<file path="src/rtl/fb_port_arbiter_if.sv">
// Bus bundle between the frame-memory port arbiter and its surroundings:
// SPI pixel-write handshake, refresh-read handshake, frame-memory port and
// status. The arbiter uses the slave view; the environment uses master.
interface fb_port_arbiter_if #(
   parameter int ADDR_W = 9,
   parameter int DATA_W = 6,
   parameter int CNT_W  = 3
);
   // SPI pixel-write side
   logic              wr_valid;
   logic [ADDR_W-1:0] wr_addr;
   logic [DATA_W-1:0] wr_data;
   logic              wr_ready;

   // LED refresh read side
   logic              rd_req;
   logic [ADDR_W-1:0] rd_addr;
   logic              rd_valid;
   logic [DATA_W-1:0] rd_data;

   // Single-port frame memory
   logic              mem_en;
   logic              mem_we;
   logic [ADDR_W-1:0] mem_addr;
   logic [DATA_W-1:0] mem_wdata;
   logic [DATA_W-1:0] mem_rdata;

   // Status
   logic [CNT_W-1:0]  wq_count;
   logic              overflow_err;

   modport slave (
      input  wr_valid, wr_addr, wr_data, rd_req, rd_addr, mem_rdata,
      output wr_ready, rd_valid, rd_data, mem_en, mem_we, mem_addr,
             mem_wdata, wq_count, overflow_err
   );

   modport master (
      output wr_valid, wr_addr, wr_data, rd_req, rd_addr, mem_rdata,
      input  wr_ready, rd_valid, rd_data, mem_en, mem_we, mem_addr,
             mem_wdata, wq_count, overflow_err
   );
endinterface

</file>
<file path="src/rtl/fb_port_arbiter.sv">
// Frame-memory port arbiter. Refresh reads win the single memory port;
// SPI pixel writes are queued in a small FIFO and drained in the free slots
// of a read (RD_WAIT / RD_DONE) or in idle cycles. A starvation counter
// forces the FIFO head out in IDLE if writes have been denied too long.
module fb_port_arbiter #(
   parameter int ADDR_W       = 9,
   parameter int DATA_W       = 6,
   parameter int WQ_DEPTH     = 4,
   parameter int STARVE_LIMIT = 8,
   // When 0, queued writes may only use IDLE cycles (the RD_WAIT/RD_DONE
   // slots are withheld), so the starvation path is the only way past a
   // continuous read stream.
   parameter bit FREE_SLOTS   = 1'b1
) (
   input logic                clk,
   input logic                reset,
   fb_port_arbiter_if.slave   bus
);

   localparam int PTR_W = (WQ_DEPTH > 1) ? $clog2(WQ_DEPTH) : 1;
   localparam int CNT_W = $clog2(WQ_DEPTH + 1);
   localparam int ST_W  = $clog2(STARVE_LIMIT + 1);

   localparam logic [CNT_W-1:0] DEPTH_CNT  = CNT_W'(WQ_DEPTH);
   localparam logic [ST_W-1:0]  STARVE_MAX = ST_W'(STARVE_LIMIT);

   typedef enum logic [1:0] {
      ST_IDLE    = 2'd0,
      ST_RD_WAIT = 2'd1,
      ST_RD_DONE = 2'd2
   } state_t;

   state_t            state_q, state_d;

   logic [ADDR_W-1:0] fifo_addr_q [WQ_DEPTH];
   logic [ADDR_W-1:0] fifo_addr_d [WQ_DEPTH];
   logic [DATA_W-1:0] fifo_data_q [WQ_DEPTH];
   logic [DATA_W-1:0] fifo_data_d [WQ_DEPTH];
   logic [PTR_W-1:0]  wr_ptr_q, wr_ptr_d;
   logic [PTR_W-1:0]  rd_ptr_q, rd_ptr_d;
   logic [CNT_W-1:0]  count_q, count_d;
   logic [ST_W-1:0]   starve_q, starve_d;
   logic [ADDR_W-1:0] mem_addr_q, mem_addr_d;
   logic [DATA_W-1:0] mem_wdata_q, mem_wdata_d;
   logic [DATA_W-1:0] rd_data_q, rd_data_d;
   logic              overflow_q, overflow_d;

   logic              fifo_empty_s;
   logic              fifo_full_s;
   logic              force_wr_s;
   logic              push_s;
   logic              drop_s;
   logic              rd_grant_s;
   logic              wr_grant_s;
   logic [ADDR_W-1:0] head_addr_s;
   logic [DATA_W-1:0] head_data_s;

   assign fifo_empty_s = (count_q == {CNT_W{1'b0}});
   assign fifo_full_s  = (count_q >= DEPTH_CNT);
   assign force_wr_s   = (starve_q >= STARVE_MAX);
   assign head_addr_s  = fifo_addr_q[rd_ptr_q];
   assign head_data_s  = fifo_data_q[rd_ptr_q];

   // A write that arrives while the FIFO is full is dropped, never stalled.
   assign push_s = reset && bus.wr_valid && !fifo_full_s;
   assign drop_s = reset && bus.wr_valid && fifo_full_s;

   // Port arbitration and read FSM next state; nothing is granted in reset.
   always_comb begin
      state_d    = state_q;
      rd_grant_s = 1'b0;
      wr_grant_s = 1'b0;
      if (reset) begin
         case (state_q)
            ST_IDLE: begin
               if (!fifo_empty_s && force_wr_s) begin
                  wr_grant_s = 1'b1;
               end else if (bus.rd_req) begin
                  rd_grant_s = 1'b1;
                  state_d    = ST_RD_WAIT;
               end else if (!fifo_empty_s) begin
                  wr_grant_s = 1'b1;
               end else begin
                  wr_grant_s = 1'b0;
               end
            end
            ST_RD_WAIT: begin
               state_d    = ST_RD_DONE;
               wr_grant_s = FREE_SLOTS && !fifo_empty_s;
            end
            ST_RD_DONE: begin
               // rd_req is still high here but belongs to the finished read.
               state_d    = ST_IDLE;
               wr_grant_s = FREE_SLOTS && !fifo_empty_s;
            end
            default: begin
               state_d = ST_IDLE;
            end
         endcase
      end else begin
         state_d = ST_IDLE;
      end
   end

   // Write FIFO storage, pointers and occupancy.
   always_comb begin
      fifo_addr_d = fifo_addr_q;
      fifo_data_d = fifo_data_q;
      wr_ptr_d    = wr_ptr_q;
      rd_ptr_d    = rd_ptr_q;
      count_d     = count_q;
      if (push_s) begin
         fifo_addr_d[wr_ptr_q] = bus.wr_addr;
         fifo_data_d[wr_ptr_q] = bus.wr_data;
         wr_ptr_d              = wr_ptr_q + PTR_W'(1);
      end else begin
         wr_ptr_d = wr_ptr_q;
      end
      if (wr_grant_s) begin
         rd_ptr_d = rd_ptr_q + PTR_W'(1);
      end else begin
         rd_ptr_d = rd_ptr_q;
      end
      case ({push_s, wr_grant_s})
         2'b10:   count_d = count_q + CNT_W'(1);
         2'b01:   count_d = count_q - CNT_W'(1);
         default: count_d = count_q;
      endcase
   end

   // Starvation counter: counts cycles a non-empty FIFO is refused the port.
   always_comb begin
      starve_d = starve_q;
      if (fifo_empty_s || wr_grant_s) begin
         starve_d = {ST_W{1'b0}};
      end else if (starve_q < STARVE_MAX) begin
         starve_d = starve_q + ST_W'(1);
      end else begin
         starve_d = starve_q;
      end
   end

   // Memory address/data mux; the bus keeps its last value on idle cycles.
   always_comb begin
      mem_addr_d  = mem_addr_q;
      mem_wdata_d = mem_wdata_q;
      if (wr_grant_s) begin
         mem_addr_d  = head_addr_s;
         mem_wdata_d = head_data_s;
      end else if (rd_grant_s) begin
         mem_addr_d  = bus.rd_addr;
      end else begin
         mem_addr_d  = mem_addr_q;
      end
   end

   // Read data capture and sticky overflow flag.
   always_comb begin
      rd_data_d  = rd_data_q;
      overflow_d = overflow_q | drop_s;
      if (state_q == ST_RD_WAIT) begin
         rd_data_d = bus.mem_rdata;
      end else begin
         rd_data_d = rd_data_q;
      end
   end

   // State register for the FSM, FIFO, counters and output holding registers.
   always_ff @(posedge clk or negedge reset) begin
      if (!reset) begin
         state_q     <= ST_IDLE;
         for (int i = 0; i < WQ_DEPTH; i++) begin
            fifo_addr_q[i] <= {ADDR_W{1'b0}};
            fifo_data_q[i] <= {DATA_W{1'b0}};
         end
         wr_ptr_q    <= {PTR_W{1'b0}};
         rd_ptr_q    <= {PTR_W{1'b0}};
         count_q     <= {CNT_W{1'b0}};
         starve_q    <= {ST_W{1'b0}};
         mem_addr_q  <= {ADDR_W{1'b0}};
         mem_wdata_q <= {DATA_W{1'b0}};
         rd_data_q   <= {DATA_W{1'b0}};
         overflow_q  <= 1'b0;
      end else begin
         state_q     <= state_d;
         fifo_addr_q <= fifo_addr_d;
         fifo_data_q <= fifo_data_d;
         wr_ptr_q    <= wr_ptr_d;
         rd_ptr_q    <= rd_ptr_d;
         count_q     <= count_d;
         starve_q    <= starve_d;
         mem_addr_q  <= mem_addr_d;
         mem_wdata_q <= mem_wdata_d;
         rd_data_q   <= rd_data_d;
         overflow_q  <= overflow_d;
      end
   end

   assign bus.wr_ready     = !fifo_full_s;
   assign bus.mem_en       = rd_grant_s | wr_grant_s;
   assign bus.mem_we       = wr_grant_s;
   assign bus.mem_addr     = mem_addr_d;
   assign bus.mem_wdata    = mem_wdata_d;
   assign bus.rd_valid     = (state_q == ST_RD_DONE);
   assign bus.rd_data      = rd_data_q;
   assign bus.wq_count     = count_q;
   assign bus.overflow_err = overflow_q;

endmodule

</file>
<file path="src/flat_wrapper.sv">
// flat-port wrapper written by rule: the top's interface ports become plain ports
module fb_port_arbiter_flat 
#(
   parameter int ADDR_W       = 9,
   parameter int DATA_W       = 6,
   parameter int WQ_DEPTH     = 4,
   parameter int STARVE_LIMIT = 8,
                                                                         
                                                                        
                             
   parameter bit FREE_SLOTS   = 1'b1
)
  (clk, reset, bus_wr_valid, bus_wr_addr, bus_wr_data, bus_rd_req, bus_rd_addr, bus_mem_rdata, bus_wr_ready, bus_rd_valid, bus_rd_data, bus_mem_en, bus_mem_we, bus_mem_addr, bus_mem_wdata, bus_wq_count, bus_overflow_err);
  fb_port_arbiter_if #(.ADDR_W(ADDR_W), .DATA_W(DATA_W), .CNT_W(3)) bus_i ();
  input logic clk;
  input logic reset;
  input wire logic [$bits(bus_i.wr_valid)-1:0] bus_wr_valid;
  input wire logic [$bits(bus_i.wr_addr)-1:0] bus_wr_addr;
  input wire logic [$bits(bus_i.wr_data)-1:0] bus_wr_data;
  input wire logic [$bits(bus_i.rd_req)-1:0] bus_rd_req;
  input wire logic [$bits(bus_i.rd_addr)-1:0] bus_rd_addr;
  input wire logic [$bits(bus_i.mem_rdata)-1:0] bus_mem_rdata;
  output wire logic [$bits(bus_i.wr_ready)-1:0] bus_wr_ready;
  output wire logic [$bits(bus_i.rd_valid)-1:0] bus_rd_valid;
  output wire logic [$bits(bus_i.rd_data)-1:0] bus_rd_data;
  output wire logic [$bits(bus_i.mem_en)-1:0] bus_mem_en;
  output wire logic [$bits(bus_i.mem_we)-1:0] bus_mem_we;
  output wire logic [$bits(bus_i.mem_addr)-1:0] bus_mem_addr;
  output wire logic [$bits(bus_i.mem_wdata)-1:0] bus_mem_wdata;
  output wire logic [$bits(bus_i.wq_count)-1:0] bus_wq_count;
  output wire logic [$bits(bus_i.overflow_err)-1:0] bus_overflow_err;
  assign bus_i.wr_valid = bus_wr_valid;
  assign bus_i.wr_addr = bus_wr_addr;
  assign bus_i.wr_data = bus_wr_data;
  assign bus_i.rd_req = bus_rd_req;
  assign bus_i.rd_addr = bus_rd_addr;
  assign bus_i.mem_rdata = bus_mem_rdata;
  assign bus_wr_ready = bus_i.wr_ready;
  assign bus_rd_valid = bus_i.rd_valid;
  assign bus_rd_data = bus_i.rd_data;
  assign bus_mem_en = bus_i.mem_en;
  assign bus_mem_we = bus_i.mem_we;
  assign bus_mem_addr = bus_i.mem_addr;
  assign bus_mem_wdata = bus_i.mem_wdata;
  assign bus_wq_count = bus_i.wq_count;
  assign bus_overflow_err = bus_i.overflow_err;
  fb_port_arbiter #(.ADDR_W(ADDR_W), .DATA_W(DATA_W), .WQ_DEPTH(WQ_DEPTH), .STARVE_LIMIT(STARVE_LIMIT), .FREE_SLOTS(FREE_SLOTS)) u_core (.clk(clk), .reset(reset), .bus(bus_i));
endmodule
</file>
<file path="config.mk">
export PLATFORM = sky130hd
export DESIGN_NAME = fb_port_arbiter_flat
export DESIGN_NICKNAME = d
export VERILOG_FILES = /design/src/rtl/fb_port_arbiter_if.sv /design/src/rtl/fb_port_arbiter.sv /design/src/flat_wrapper.sv
export SDC_FILE = /design/constraint.sdc
export NUM_CORES = 1
export LEC_CHECK = 0
export CAP_MARGIN = 20
export CORE_UTILIZATION = 58
export CTS_CLUSTER_DIAMETER = 120
export CTS_CLUSTER_SIZE = 25
export DETAILED_ROUTE_END_ITERATION = 12
export GPL_ROUTABILITY_DRIVEN = 0
export PLACE_DENSITY = 0.89
export SYNTH_ARGS = -nofsm -noshare
export SYNTH_HDL_FRONTEND = slang
export SYNTH_SLANG_ARGS = --single-unit
</file>
<file path="constraint.sdc">
create_clock -name clk -period 6.5 [get_ports clk]
set_clock_uncertainty 0.05 [all_clocks]
set_input_delay 1.625 -clock clk [delete_from_list [all_inputs] [get_ports clk]]
set_output_delay 1.625 -clock clk [all_outputs]
set_load 0.05 [all_outputs]
</file>
==> impl_metrics.ini, run 1 <==
[critical_path]
worst_setup_path_end_kind = output port
reg2reg_depth = 11
rr_endpoint = u_core.bus.wq_count[2]
ff2ff_setup_slack_ps = 3820
cpMostUsedCell = clkdlybuf4s50_1
arrival_ps = 4000
worstPathMaxFanout = 23
cp_top_family = buffers and inverters
slowest_delay_ps = 700
crit_chain = clkdlybuf4s50_1 -> nand2b_1 -> a21oi_1 -> nor3_4 -> buf_4 -> mux2_2 -> clkdlybuf4s50_1
cp-startpoint = bus_rd_req
start_kind = input pin
crit_end = bus_mem_addr[0]
cpMaxStageDelayCell = clkdlybuf4s50_1
critical_path_buf_inv_count = 3
r2r-start = u_core.state_q[1]
critPathRequiredTime_ps = 4830
cp.depth = 7
crit_type = in -> out

[global_routing]
grt_max_degree = 92
gr-total-overflow = 0
antenna_found_initial = 0
grt_util_all_layers_pct = 23.66
grt_pass1_vias = 2618
grt_pass1_wl_microns = 13280

[final_layout]
multi_input_area_sq_um = 1828
final_area_sq_um = 5271
finalNetCount = 388
num_antenna_cells = 0
seq_area_sq_um = 2377
syn_to_final_growth_pct = 22.69
fill_cells = 492
drive_gt1_share_pct = 22.48

[sta]
fin_setup_tns_ps = 0
rsz0062_at_grt = false
finalMaxSlewViolations = 0
hold_viol = 0
clock.fmax_ghz = 0.1761
worst_pin_slew_ps = 839.3
fin_crit_sh_pct = 87.37
setup_viol = 0
fin_crit_ps = 5679
slew_headroom_pct = 44.05

[clocking]
hold_buffers = 0
cts_tree = yes
root_buffer = clkbuf_8
insertion_delay_ps = 350
cts.clk_slew.worst_paths_ps = 80
cts_setup_buffers = 0
cts_buffer_depth = 2
cts_buffers = 9
post_cts_resized = 0
cts_max_level = 3
cts_sinks = 95

[routing]
routed_wl_microns = 8363
drt.antenna.violating_nets = 0
vias_per_cell = 5.608
num_vias = 2501
wl_per_cell_microns = 18.75
drcViolationCount = 0
first_iter_violations = 75
drt_pass1_iterations = 4

[place]
place_hpwl_microns = 5419
placed_cell_area_sq_um = 5004
io_buffers = 62

[min_path]
hold_class = reg -> reg

[flow_run]
maxCapViolations = 0

[floorplanning]
die_h_microns = 88.07
die_area_sq_um = 7756
rows = 31
die_w_microns = 88.07
io_pins = 63
fp.coreArea_sq_um = 7214
start_util_pct = 59.56

[yosys]
synth_fp_nets = 322
syn_area_per_cell_sq_um = 15.57
synth_area_sq_um = 4297
ys_seq_area_share_pct = 55.33
synthCells = 276
synthArstFlopShare_pct = 100.0
ys_types = 29
synth_flop_cell = dfrtp_1
synth-edff-count = 0
synth_warnings = 0
synth_seq_cells = 95

[power_and_ir_drop]
power_density_nw_per_um2 = 532.9
worst_ir_drop_vdd_mv = 0.2813
p_leak_nw = 2.291

[status]
status = finished clean
[worst reg2reg max path, cell delays in order, from the launching register on]
cell and delay, ps:
dfrtp_1 420, inv_1 100, ha_1 250, a21oi_1 160, nor3_4 190, buf_4 350, ha_1 260, inv_1 60
fa_1 380, xor2_1 150, nor2_1 110, xnor2_1 130
[cell usage in the layout, fill, tap and decap left out, drive strengths merged]
cell	n
nor2b	2
o31ai	1
mux4	15
nor2	3
clkinv	1
ha	11
fa	1
inv	12
mux2	90
nand4	1
clkinvlp	1
o21bai	1
mux2i	2
o21ai	2
nand2b	3
nor4b	1
nor3	6
xnor2	4
a31oi	1
a21boi	1
clkdlybuf4s50	61
a21oi	2
dfrtp	95
xor2	4
bufinv	2
clkbuf	11
buf	5
nand2	8
[stage by stage]
stage | hold WS (ps) | power (mW) | std cells | util (%) | setup slack [ps]
after floorplan | 408.7 | 1.982 | 276 | - | 2007
after global placement | 406.9 | 2.308 | 428 | 69.35 | 882.6
after detailed placement | 419.5 | 2.382 | 428 | 69.35 | 836.9
after CTS | 442.9 | 2.809 | 444 | 72.30 | 832.6
after global routing | 459.2 | 2.964 | 446 | 73.07 | 745.0
final | 433.2 | 2.809 | 446 | 73.07 | 820.8
[per-layer routing]
metal | up-vias | wire, microns | GRT usage (%) | share of wire [%]
li1 | 1124 | - | - | -
met1 | 1315 | 3718 | 31.44 | 44
met2 | 51 | 4228 | 39.32 | 51
met3 | 11 | 289 | 4.336 | 3.5
met4 | 0 | 126 | 8.798 | 1.5
met5 | - | 0 | 0 | 0
[cells in the mapped netlist, types with 2 or more instances]
cell / number / area (sq um)
buf_4: 2 / 15.01
xnor2_1: 4 / 35.03
a21oi_1: 2 / 10.01
o21ai_0: 2 / 10.01
mux4_2: 15 / 337.8
nor2_1: 2 / 7.510
dfrtp_1: 95 / 2377
nor3_2: 2 / 20.02
mux2_2: 35 / 394.1
nand2_2: 4 / 25.02
mux2_1: 55 / 619.3
nor2b_1: 2 / 12.51
nor3_1: 4 / 20.02
buf_2: 6 / 30.03
inv_1: 11 / 41.29
xor2_1: 4 / 35.03
mux2i_1: 2 / 20.02
ha_1: 11 / 137.6
nand2_1: 4 / 15.01
clkbuf_1: 3 / 11.26
nand2b_1: 3 / 18.77
[sequential cells by signal, summed over array words and instances, names as in the netlist]
signal                   cells
u_core.fifo_data_q          24
u_core.starve_q              4
u_core.wr_ptr_q              2
u_core.state_q               2
u_core.mem_wdata_q           6
u_core.rd_ptr_q              2
u_core.bus.overflow_err      1
u_core.mem_addr_q            9
u_core.fifo_addr_q          36
u_core.bus.wq_count          3
u_core.bus.rd_data           6
[worst min-delay path by stage]
stage	slack, ps	startpoint	end	cells after the start
2_1_floorplan	410	u_core.fifo_addr_q[10]	u_core.fifo_addr_q[10]	1
3_3_place_gp	410	u_core.bus.overflow_err	u_core.bus.overflow_err	1
3_5_place_dp	420	u_core.bus.overflow_err	u_core.bus.overflow_err	1
4_1_cts	440	u_core.bus.overflow_err	u_core.bus.overflow_err	1
5_1_grt	460	u_core.fifo_addr_q[13]	u_core.fifo_addr_q[13]	1
6_report	430	u_core.bus.overflow_err	u_core.bus.overflow_err	1
[report_power, final]
group / total (mW) / internal, mW / switching (mW)
registers: 1.07 / 0.871 / 0.195
clock network: 0.413 / 0.218 / 0.196
logic: 1.33 / 0.619 / 0.711
total: 2.81 / 1.71 / 1.10
[layout make-up]
| class | instances | share of cell area (%) |
|---|---|---|
| multi-input combinational | 159 | 34.68 |
| clock buffer | 11 | 2.492 |
| sequential | 95 | 45.10 |
| clock inverter | 5 | 1.543 |
| inverter | 11 | 0.7833 |
| timing repair buffer | 66 | 13.05 |
| tap | 99 | 2.350 |
[cell families (layout without fill, tap and decap cells)]
kind of cell | after synthesis | in the layout | synth area share [%]
multiplexers | 107 | 107 | 31.92
flip-flops | 95 | 95 | 55.33
AND/OR/NAND/NOR | 24 | 24 | 3.727
buffers and inverters | 22 | 93 | 2.271
adder cells (fa/ha/maj) | 12 | 12 | 3.669
AO/OA/AOI/OAI | 8 | 8 | 1.456
XOR/XNOR | 8 | 8 | 1.631
No activity file was read; power rests on OpenSTA's default activity.
==> inputs of run 2 (changes only) <==
--- a/config.mk
+++ b/config.mk
@@ -11,7 +11,7 @@
 export CTS_CLUSTER_SIZE = 25
 export DETAILED_ROUTE_END_ITERATION = 12
 export GPL_ROUTABILITY_DRIVEN = 0
-export PLACE_DENSITY = 0.89
+export PLACE_DENSITY = 0.9
 export SYNTH_ARGS = -nofsm -noshare
 export SYNTH_HDL_FRONTEND = slang
 export SYNTH_SLANG_ARGS = --single-unit
==> run 2 against run 1 <==
Compared with the run above:
- via count fell by 1.9%
- total power is 2.1% lower
- sequential power about the same
- largest power group unchanged
- first-iteration DRC count up 81%
- utilization fell by 0.66 points
- worst hold slack improved by 9.9 ps
- largest cell class unchanged
- global-route usage is 1.2 points lower
- critical path type unchanged
- sequential share of layout area is 0.41 points higher
- critical path depth unchanged
==> impl_metrics.ini, run 2 (same netlist as run 1, synthesis figures left out) <==
[status]
status = finished clean

[power_and_ir_drop]
p_leak_nw = 2.273
power_density_nw_per_um2 = 526.6
worst_ir_drop_vdd_mv = 0.3357

[critical_path]
r2r-start = u_core.state_q[0]
reg2reg_depth = 11
cpMostUsedCell = clkdlybuf4s50_1
ff2ff_setup_slack_ps = 3850
crit_type = in -> out
worstPathMaxFanout = 23
start_kind = input pin
cpMaxStageDelayCell = clkdlybuf4s50_1
critPathRequiredTime_ps = 4830
cp_top_family = buffers and inverters
rr_endpoint = u_core.bus.wq_count[2]
slowest_delay_ps = 720
arrival_ps = 3990
crit_chain = clkdlybuf4s50_1 -> nand2b_1 -> a21oi_1 -> nor3_4 -> buf_4 -> mux2_2 -> clkdlybuf4s50_1
critical_path_buf_inv_count = 3
worst_setup_path_end_kind = output port

[final_layout]
num_antenna_cells = 0
top_regs = u_core.fifo_addr_q x36, u_core.fifo_data_q x24, u_core.mem_addr_q x9
syn_to_final_growth_pct = 21.58
seq_area_sq_um = 2377
layout_commonest_cell = dfrtp_1
largest_register = u_core.fifo_addr_q
drive_gt1_share_pct = 22.54
multi_input_area_sq_um = 1828
finalNetCount = 388
fill_cells = 491
mostFrequentLayoutCells = 95 x dfrtp_1, 61 x clkdlybuf4s50_1, 55 x mux2_1
largest_reg_flops = 36

[min_path]
holdPathEnd = u_core.mem_wdata_q[1]
whs_path_depth = 1
hold_start = u_core.mem_wdata_q[1]
hold_class = reg -> reg

[routing]
drcViolationCount = 0
drt_pass1_iterations = 4
routed_wl_microns = 7875
num_vias = 2454
drt.antenna.violating_nets = 0
wl_per_cell_microns = 17.70
vias_per_cell = 5.515
first_iter_violations = 136

[clocking]
insertion_delay_ps = 350
root_buffer = clkbuf_8
cts_setup_buffers = 0
cts_sinks = 95
cts_tree = yes
post_cts_resized = 0
cts_max_level = 3
cts.clk_slew.worst_paths_ps = 80
cts_buffer_depth = 2
hold_buffers = 0
cts_buffers = 9

[global_routing]
grt_pass1_vias = 2620
grt_pass1_wl_microns = 12830
antenna_found_initial = 0
gr-total-overflow = 0
grt_max_degree = 57
grt_util_all_layers_pct = 22.43

[sta]
fin_setup_tns_ps = 0
fin_crit_ps = 5665
finalMaxSlewViolations = 0
hold_viol = 0
slew_headroom_pct = 45.76
fin_crit_sh_pct = 87.16
worst_pin_slew_ps = 813.7
setup_viol = 0
clock.fmax_ghz = 0.1765
rsz0062_at_grt = false
hold_ws_ps = 443.1

[floorplanning]
die_h_microns = 88.07
die_area_sq_um = 7756
io_pins = 63
die_w_microns = 88.07
rows = 31
start_util_pct = 59.56
fp.coreArea_sq_um = 7214

[place]
place_hpwl_microns = 5452
io_buffers = 62

[flow_run]
maxCapViolations = 0
[run 2: cell count changes in the layout (fill, tap and decap cells not counted)]
cell,previous run,this run
buf_16,2,0
clkbuf_8,9,11
buf_4,3,4
buf_8,0,1
bufinv_16,2,1
clkbuf_1,2,1
inv_6,1,0
[run 2: worst register-to-register path, cell delays in order, from the launching register on]
cell     delay, ps
dfrtp_1        420
inv_1          100
ha_1           250
a21oi_1        150
nor3_4         190
buf_4          330
ha_1           250
inv_1           70
fa_1           370
xor2_1         150
nor2_1         110
xnor2_1        130
[run 2: per-layer routing]
metal / wire length (microns) / global-route usage [%] / vias up
li1: - / - / 1115
met1: 3293 / 28.18 / 1282
met2: 4211 / 39.46 / 48
met3: 278 / 3.864 / 9
met4: 91 / 7.771 / 0
met5: 0 / 0 / -
[run 2: cell type report]
cell class                      instances  area share, %
Multi-Input combinational cell        159          34.99
Timing Repair Buffer                   66          12.55
Inverter                               11         0.7904
Clock inverter                          3         0.8144
Clock buffer                           12          2.970
Sequential cell                        95          45.51
Tap cell                               99          2.371
[run 2: how the worst max path moves through the flow]
stage                          start               end  slack (ps)  depth (start not counted)
after floorplan           bus_rd_req   bus_mem_addr[5]        2010                          5
final                     bus_rd_req   bus_mem_addr[0]         830                          7
after global routing      bus_rd_req  bus_mem_wdata[0]         750                          7
after CTS                 bus_rd_req   bus_mem_addr[0]         830                          7
after detailed placement  bus_rd_req  bus_mem_wdata[0]         840                          7
after global placement    bus_rd_req   bus_mem_addr[2]         880                          7
[run 2: through the flow]
| stage | instances | utilization [%] | power [mW] | setup slack, ps | cell area [sq um] |
|---|---|---|---|---|---|
| after floorplan | 276 | - | 1.982 | 2007 | 4297 |
| after global placement | 429 | 69.46 | 2.313 | 880.3 | 5011 |
| after detailed placement | 429 | 69.46 | 2.376 | 841.7 | 5011 |
| after CTS | 444 | 72.20 | 2.767 | 829.3 | 5209 |
| after global routing | 445 | 72.41 | 2.902 | 745.8 | 5224 |
| final | 445 | 72.41 | 2.751 | 834.8 | 5224 |
[run 2: where the power goes]
part           switching (mW)  internal, mW
clock network           0.191         0.196
registers               0.191         0.870
logic                   0.694         0.607
